==> src/rtl/wb_accel_sequencer.sv <==
// Wishbone-slave sequencer for the four arithmetic engines: operand shadows,
// a START command, per-engine latency timing, result capture and a completion IRQ.
module wb_accel_sequencer #(
  parameter logic [31:0] BASE_ADDR = 32'h3000_0000,
  parameter int          LAT0      = 4,
  parameter int          LAT1      = 1,
  parameter int          LAT2      = 8,
  parameter int          LAT3      = 3
) (
  input  logic        wb_clk_i,
  input  logic        wb_rst_i,
  input  logic        wbs_stb_i,
  input  logic        wbs_cyc_i,
  input  logic        wbs_we_i,
  input  logic [3:0]  wbs_sel_i,
  input  logic [31:0] wbs_adr_i,
  input  logic [31:0] wbs_dat_i,
  output logic        wbs_ack_o,
  output logic [31:0] wbs_dat_o,
  output logic [31:0] eng_a,
  output logic [31:0] eng_b,
  output logic [1:0]  eng_rnd,
  output logic [1:0]  eng_sel,
  output logic        eng_clr,
  input  logic [31:0] res_fmac,
  input  logic [16:0] res_cla,
  input  logic [31:0] res_sa,
  input  logic [25:0] res_mb,
  output logic        user_irq
);

  typedef enum logic [1:0] {IDLE, CLEAR, RUN, CAPTURE} state_t;

  state_t      state_q, state_d;
  logic [7:0]  cnt_q, cnt_d;
  logic        ack_q, ack_d;
  logic [31:0] dat_q, dat_d;
  logic [1:0]  eng_sh_q, eng_sh_d, rnd_sh_q, rnd_sh_d;
  logic        irq_en_q, irq_en_d, done_q, done_d, err_q, err_d;
  logic [31:0] opa_q, opa_d, opb_q, opb_d;
  logic [31:0] result_q, result_d, cycles_q, cycles_d;
  logic [31:0] eng_a_q, eng_a_d, eng_b_q, eng_b_d;
  logic [1:0]  eng_sel_q, eng_sel_d, eng_rnd_q, eng_rnd_d;

  logic        access, wr, start_wr, busy;
  logic [7:0]  off;
  logic [31:0] rdata;

  function automatic logic [7:0] lat_of(input logic [1:0] e);
    case (e)
      2'd0:    lat_of = 8'(LAT0);
      2'd1:    lat_of = 8'(LAT1);
      2'd2:    lat_of = 8'(LAT2);
      default: lat_of = 8'(LAT3);
    endcase
  endfunction

  // A request is served once; the cycle after ack is forced idle by ~ack_q.
  assign access   = wbs_stb_i & wbs_cyc_i & (wbs_adr_i[31:8] == BASE_ADDR[31:8]) & ~ack_q;
  assign wr       = access & wbs_we_i;
  assign off      = wbs_adr_i[7:0];
  assign start_wr = wr & (off == 8'h00) & wbs_sel_i[0] & wbs_dat_i[0];
  assign busy     = (state_q != IDLE);

  always_comb begin
    rdata = '0;
    case (off)
      8'h00:   rdata = {26'b0, irq_en_q, rnd_sh_q, eng_sh_q, 1'b0};
      8'h04:   rdata = {29'b0, err_q, done_q, busy};
      8'h08:   rdata = opa_q;
      8'h0C:   rdata = opb_q;
      8'h10:   rdata = result_q;
      8'h14:   rdata = cycles_q;
      default: rdata = '0;
    endcase
  end

  always_comb begin
    state_d   = state_q;
    cnt_d     = cnt_q;
    ack_d     = access;
    dat_d     = (access && !wbs_we_i) ? rdata : 32'b0;
    eng_sh_d  = eng_sh_q;
    rnd_sh_d  = rnd_sh_q;
    irq_en_d  = irq_en_q;
    done_d    = done_q;
    err_d     = err_q;
    opa_d     = opa_q;
    opb_d     = opb_q;
    result_d  = result_q;
    cycles_d  = cycles_q;
    eng_a_d   = eng_a_q;
    eng_b_d   = eng_b_q;
    eng_sel_d = eng_sel_q;
    eng_rnd_d = eng_rnd_q;

    if (wr) begin
      case (off)
        8'h00: if (wbs_sel_i[0]) begin
          eng_sh_d = wbs_dat_i[2:1];
          rnd_sh_d = wbs_dat_i[4:3];
          irq_en_d = wbs_dat_i[5];
        end
        8'h04: if (wbs_sel_i[0]) begin
          if (wbs_dat_i[1]) done_d = 1'b0;
          if (wbs_dat_i[2]) err_d  = 1'b0;
        end
        8'h08: for (int i = 0; i < 4; i++)
          if (wbs_sel_i[i]) opa_d[8*i +: 8] = wbs_dat_i[8*i +: 8];
        8'h0C: for (int i = 0; i < 4; i++)
          if (wbs_sel_i[i]) opb_d[8*i +: 8] = wbs_dat_i[8*i +: 8];
        default: ;
      endcase
    end

    // The FSM follows the register writes so a capture-time DONE beats a W1C.
    case (state_q)
      IDLE: if (start_wr) begin
        state_d   = CLEAR;
        eng_a_d   = opa_q;
        eng_b_d   = opb_q;
        eng_sel_d = wbs_dat_i[2:1];
        eng_rnd_d = wbs_dat_i[4:3];
        done_d    = 1'b0;
      end
      CLEAR: begin
        state_d = RUN;
        cnt_d   = lat_of(eng_sel_q) - 8'd1;
      end
      RUN: begin
        if (cnt_q == 8'd0) state_d = CAPTURE;
        else               cnt_d   = cnt_q - 8'd1;
      end
      CAPTURE: begin
        case (eng_sel_q)
          2'd0:    result_d = res_fmac;
          2'd1:    result_d = {15'b0, res_cla};
          2'd2:    result_d = res_sa;
          default: result_d = {6'b0, res_mb};
        endcase
        cycles_d = 32'(lat_of(eng_sel_q)) + 32'd2;
        done_d   = 1'b1;
        state_d  = IDLE;
      end
      default: state_d = IDLE;
    endcase

    if (start_wr && busy) err_d = 1'b1;
  end

  always_ff @(posedge wb_clk_i) begin
    if (wb_rst_i) begin
      state_q   <= IDLE;
      cnt_q     <= '0;
      ack_q     <= 1'b0;
      dat_q     <= '0;
      eng_sh_q  <= '0;
      rnd_sh_q  <= '0;
      irq_en_q  <= 1'b0;
      done_q    <= 1'b0;
      err_q     <= 1'b0;
      opa_q     <= '0;
      opb_q     <= '0;
      result_q  <= '0;
      cycles_q  <= '0;
      eng_a_q   <= '0;
      eng_b_q   <= '0;
      eng_sel_q <= '0;
      eng_rnd_q <= '0;
    end else begin
      state_q   <= state_d;
      cnt_q     <= cnt_d;
      ack_q     <= ack_d;
      dat_q     <= dat_d;
      eng_sh_q  <= eng_sh_d;
      rnd_sh_q  <= rnd_sh_d;
      irq_en_q  <= irq_en_d;
      done_q    <= done_d;
      err_q     <= err_d;
      opa_q     <= opa_d;
      opb_q     <= opb_d;
      result_q  <= result_d;
      cycles_q  <= cycles_d;
      eng_a_q   <= eng_a_d;
      eng_b_q   <= eng_b_d;
      eng_sel_q <= eng_sel_d;
      eng_rnd_q <= eng_rnd_d;
    end
  end

  assign wbs_ack_o = ack_q;
  assign wbs_dat_o = dat_q;
  assign eng_a     = eng_a_q;
  assign eng_b     = eng_b_q;
  assign eng_sel   = eng_sel_q;
  assign eng_rnd   = eng_rnd_q;
  assign eng_clr   = (state_q == CLEAR);
  assign user_irq  = done_q & irq_en_q;

endmodule

==> config.mk <==
export PLATFORM = sky130hd
export DESIGN_NAME = wb_accel_sequencer
export DESIGN_NICKNAME = d
export VERILOG_FILES = /design/src/rtl/wb_accel_sequencer.sv
export SDC_FILE = /design/constraint.sdc
export NUM_CORES = 1
export LEC_CHECK = 0
export BUFFER_PORTS_ARGS = -buffer_cell sky130_fd_sc_hd__buf_2
export CAP_MARGIN = 20
export CORE_MARGIN = 2
export CORE_UTILIZATION = 55
export CTS_CLUSTER_DIAMETER = 30
export DETAILED_ROUTE_END_ITERATION = 10
export PLACE_DENSITY = 0.87
export SLEW_MARGIN = 20
export SYNTH_ARGS = -nofsm -noshare
export SYNTH_HDL_FRONTEND = slang
export SYNTH_SLANG_ARGS = --single-unit
==> constraint.sdc <==
create_clock -name wb_clk_i -period 3.49 [get_ports wb_clk_i]
set_clock_uncertainty 0.05 [all_clocks]
set_input_delay 0 -clock wb_clk_i [delete_from_list [all_inputs] [get_ports wb_clk_i]]
set_output_delay 0 -clock wb_clk_i [all_outputs]
set_load 0.02 [all_outputs]
==> results.env <==
MOST_NUMEROUS_CELL_ON_THE_CRITICAL_PATH='nor4_4'
SETUP_BUFS_POST_CTS=0
ROUTED_VIA_DENSITY=5.80
POSTSYNTHCELLCOUNT=1017
FMAXACHIEVABLE_MHz=323
RELSLEWSLACK_PCT=35.0
FP.COREAREA_UM2=17800
VIA_COUNT=9500
CLOCK_LATENCY_OF_THE_LATER_CLOCKED_REGISTER_IN_THE_WORST_SKEW_PAIR_NS=0.50
CLK_PATH_BUF_DEPTH=3
FINAL_AREA_UM2=13700
CRITPATHARRIVALTIME_NS=3.40
CP-START-KIND='flop'
GRT_START_MAX_NET_PINS=148
ROUTED_WIRELENGTH_UM=32600
PORT_BUFFERS=282
SYNTHARSTFLOPSHARE_PCT=0
ROWS=49
CRIT_FANOUT=13
DRV_SLEW=0
SYN-NUM-NETS=1208
FIN_SETUP_TNS_NS=0
YOSYSTOPAREACELL='dfxtp_1'
SYN_AVG_CELL_AREA_UM2=9.74
P_LEAK_nW=5.45
EFFECTIVE_UTILIZATION_AT_FLOORPLAN_PCT=55.5
SYNTH.MOST_COMMON_CELL='dfxtp_1'
SYNTH_SIMPLE_GATE_AREA_SHARE_PCT=22.5
MAX_CAP_VIOL_COUNT=0
SYNTH.YOSYS.SEQ_AREA_SHARE_PCT=44.3
ANTENNA_VIOLATING_NETS_POST_ROUTE=0
SYNTH_FA_HA_AREA_SHARE_PCT=1.39
TIMING.CRITICAL_PATH.FROM='wbs_ack_o'
REGTOREGSETUPSLACK_NS=0.39
CRIT_TYPE='flop to flop'
CLKSLEWWORSTSETUPHOLDPATHS_NS=0.05
ANTENNA_CELLS_INSERTED=0
SYNTH_XOR_AREA_SHARE_PCT=0.265
DETAILED_PLACE_HPWL_UM=19700
CTS_TREE='yes'
GRT_USAGE_PCT=32.6
WORST_PATH_LARGEST_CELL_DELAY_NS=0.89
YOSYS_WARNINGS=0
PLACED_CELL_AREA_UM2=11300
FINALSETUPVIOLATIONS=0
IR_DROP_uV=340
PATH_CELLS='nor4_4 -> dlygate4sd3_1 -> nand4_4 -> nor4_4 -> mux2i_1 -> nor2_1'
SYNTH_COMPOUND_GATE_AREA_SHARE_PCT=12.5
DRC=0
SYN_AREA_UM2=9910
DIE_Y_UM=138
DRIVE_GT1_SHARE_PCT=27.4
ANTENNA_FOUND_INITIAL=0
CRITICAL_PATH.N_BUFFERS_INVERTERS=1
HOLDCRITPATHCLASS='input pin to flop'
DIE_WIDTH_UM=138
MIN_DELAY_PATH_DEPTH=4
AREA_GROWTH_PCT=38.4
SYNTH-MAIN-FF-CELL='dfxtp_1'
REG2REG_TO='opa_q[21]'
YS_FF_LATCH=219
POST_SYNTH_MUX_AREA_SHARE_PCT=14.7
GRT_SETUP_UNREPAIRED='no'
POST_SYNTH_EDFFS=0
POST_SYNTH_MAIN_AREA_CONTRIBUTORS='dfxtp_1, mux2i_1, nand2b_1'
WIRE_LENGTH_OF_THE_FIRST_GLOBAL_ROUTING_PASS_UM=50300
DRT_FIRST_ITER_VIOLATIONS=920
CLOCK-ROOT-BUFFER='clkbuf_16'
CTS_H_TREE_DEPTH=2
CTS_RESIZED=0
FIRST_GLOBAL_VIAS=9543
RR_STARTPOINT='wbs_ack_o'
WORST-SLEW-PIN-TRANSITION_NS=0.976
NUMBER_OF_ITERATIONS_IN_THE_FIRST_DETAILED_ROUTING_PASS=7
TRITONCTS.NUM_BUFFERS=39
PLACE_CONGESTION=0.938
YS_TOP_CELLS_BY_COUNT='dfxtp_1, mux2i_1, nand2b_1, nor2_1, a21oi_1'
ENDPOINT_KIND='flop'
LAYOUT_WORST_PATH_CYCLE_SHARE_PCT=88.8
WHS_ENDPOINT='wbs_ack_o'
SYNTH_TOP_FAMILY_BY_AREA='simple AND/OR/NAND/NOR gates'
HOLD_VIOLATIONS=0
CELL_WITH_THE_BIGGEST_INDIVIDUAL_DELAY_ON_THE_CRITICAL_PATH='nor4_4'
STATUS='complete, no violations'
FINALWORSTPATHREQUIREDPERIOD_NS=3.10
CP.REQUIRED_NS=3.78
DIEAREA_UM2=19100
CP_TOP_FAMILY='simple AND/OR/NAND/NOR gates'
SYNTH_TOP_CELL_AREA_SHARE_PCT=44.3
GLOBALROUTE.TOTALOVERFLOW=0
IO_PINS=283
POST_SYNTH_NUM_CELL_TYPES=51
FINAL_NETS=1571
CTS.SINKS=219
POWER.DENSITY_nW_PER_UM2=502
ROUTE.DETAILED.WL_PER_INST_UM=19.9
TIMING.HOLD.WORST.START='wbs_adr_i[13]'
WORST_R2R_PATH_DEPTH=6
[flip-flops by register name (all words and copies together) (netlist names), 2 cells and up]
name	count
state_q	2
eng_rnd	2
eng_sel	2
opb_q	32
result_q	32
wbs_dat_o	32
rnd_sh_q	2
cycles_q	5
eng_a	32
cnt_q	8
opa_q	32
eng_b	32
eng_sh_q	2
[metal layers]
layer	routed length, um	track usage, %
met5	0	0
met4	1630	16.8
met3	2610	6.89
met2	15400	53.9
met1	13000	40.3
[layout make-up]
class	count	area, um2
Fill cell	1123	4130
Clock inverter	18	248
Clock buffer	52	1130
Inverter	9	33.8
Sequential cell	219	4380
Tap cell	229	287
Multi-Input combinational cell	716	5100
Timing Repair Buffer	395	2540
[layout by cell type (no fill, tap or decap), types with 4 or more instances in the layout]
master	instances
buf_2	281
dfxtp_1	219
mux2i_1	145
nand2b_1	141
nor2_1	121
dlygate4sd3_1	103
a21oi_1	60
a22oi_1	44
clkbuf_16	41
nand2_1	33
a211oi_1	21
nor3_1	16
o22ai_1	16
a222oi_1	15
nor4_4	14
nor2b_1	11
a221oi_1	9
ha_1	9
buf_4	9
inv_1	8
clkbuf_8	6
nor4_1	5
nand3_1	5
clkbuf_1	5
bufinv_16	5
o21ai_0	4
clkinvlp_4	4
[metrics by stage]
stage / cells / hold slack, ns / util, % / total power, mW / setup WS (ns)
after global routing: 1638 / 0.0472 / 76.9 / 7.05 / 0.274
after global placement: 1465 / 0.199 / 63.3 / 2.92 / 0.944
after floorplan: 1017 / 0.0971 / - / 2.76 / 1.24
after detailed placement: 1465 / 0.208 / 63.3 / 2.92 / 0.851
final: 1638 / 0.0250 / 76.9 / 6.89 / 0.390
after CTS: 1638 / 0.0116 / 76.8 / 6.88 / 0.291
[worst reg2reg max path: stages (launching register included)]
cell	delay (ns)
dfxtp_1	0.33
nor4_4	0.21
dlygate4sd3_1	0.67
nand4_4	0.32
nor4_4	0.90
mux2i_1	0.38
nor2_1	0.10
[power breakdown]
part           switching [mW]  leakage, nW  internal, mW  total, mW
registers              0.0107         1.76          2.52       2.53
clock network            1.28        0.663          2.64       3.93
logic                   0.222         3.03         0.212      0.434
total                    1.52         5.45          5.37       6.89
[worst max-delay path by stage]
| stage | to | slack [ns] | cells past startpoint |
|---|---|---|---|
| after floorplan | cnt_q[4] | 1.24 | 10 |
| after global placement | wbs_dat_o[0] | 0.94 | 5 |
| after detailed placement | wbs_dat_o[0] | 0.85 | 5 |
| after CTS | wbs_dat_o[0] | 0.29 | 6 |
| after global routing | wbs_dat_o[0] | 0.27 | 6 |
| final | opa_q[21] | 0.39 | 6 |
[timing repair]
item,CTS,global route
hold endpoints to repair,111,0
endpoints found under the setup margin,0,0
hold buffers,103,0
[cell families after synthesis]
| logic type | Yosys count |
|---|---|
| flops | 219 |
| xor+xnor | 3 |
| buf+inv | 82 |
| compound gates | 182 |
| simple gates | 375 |
| mux | 145 |
| fa+ha+maj | 11 |
Note: power is estimated with default switching activity, not from simulation.
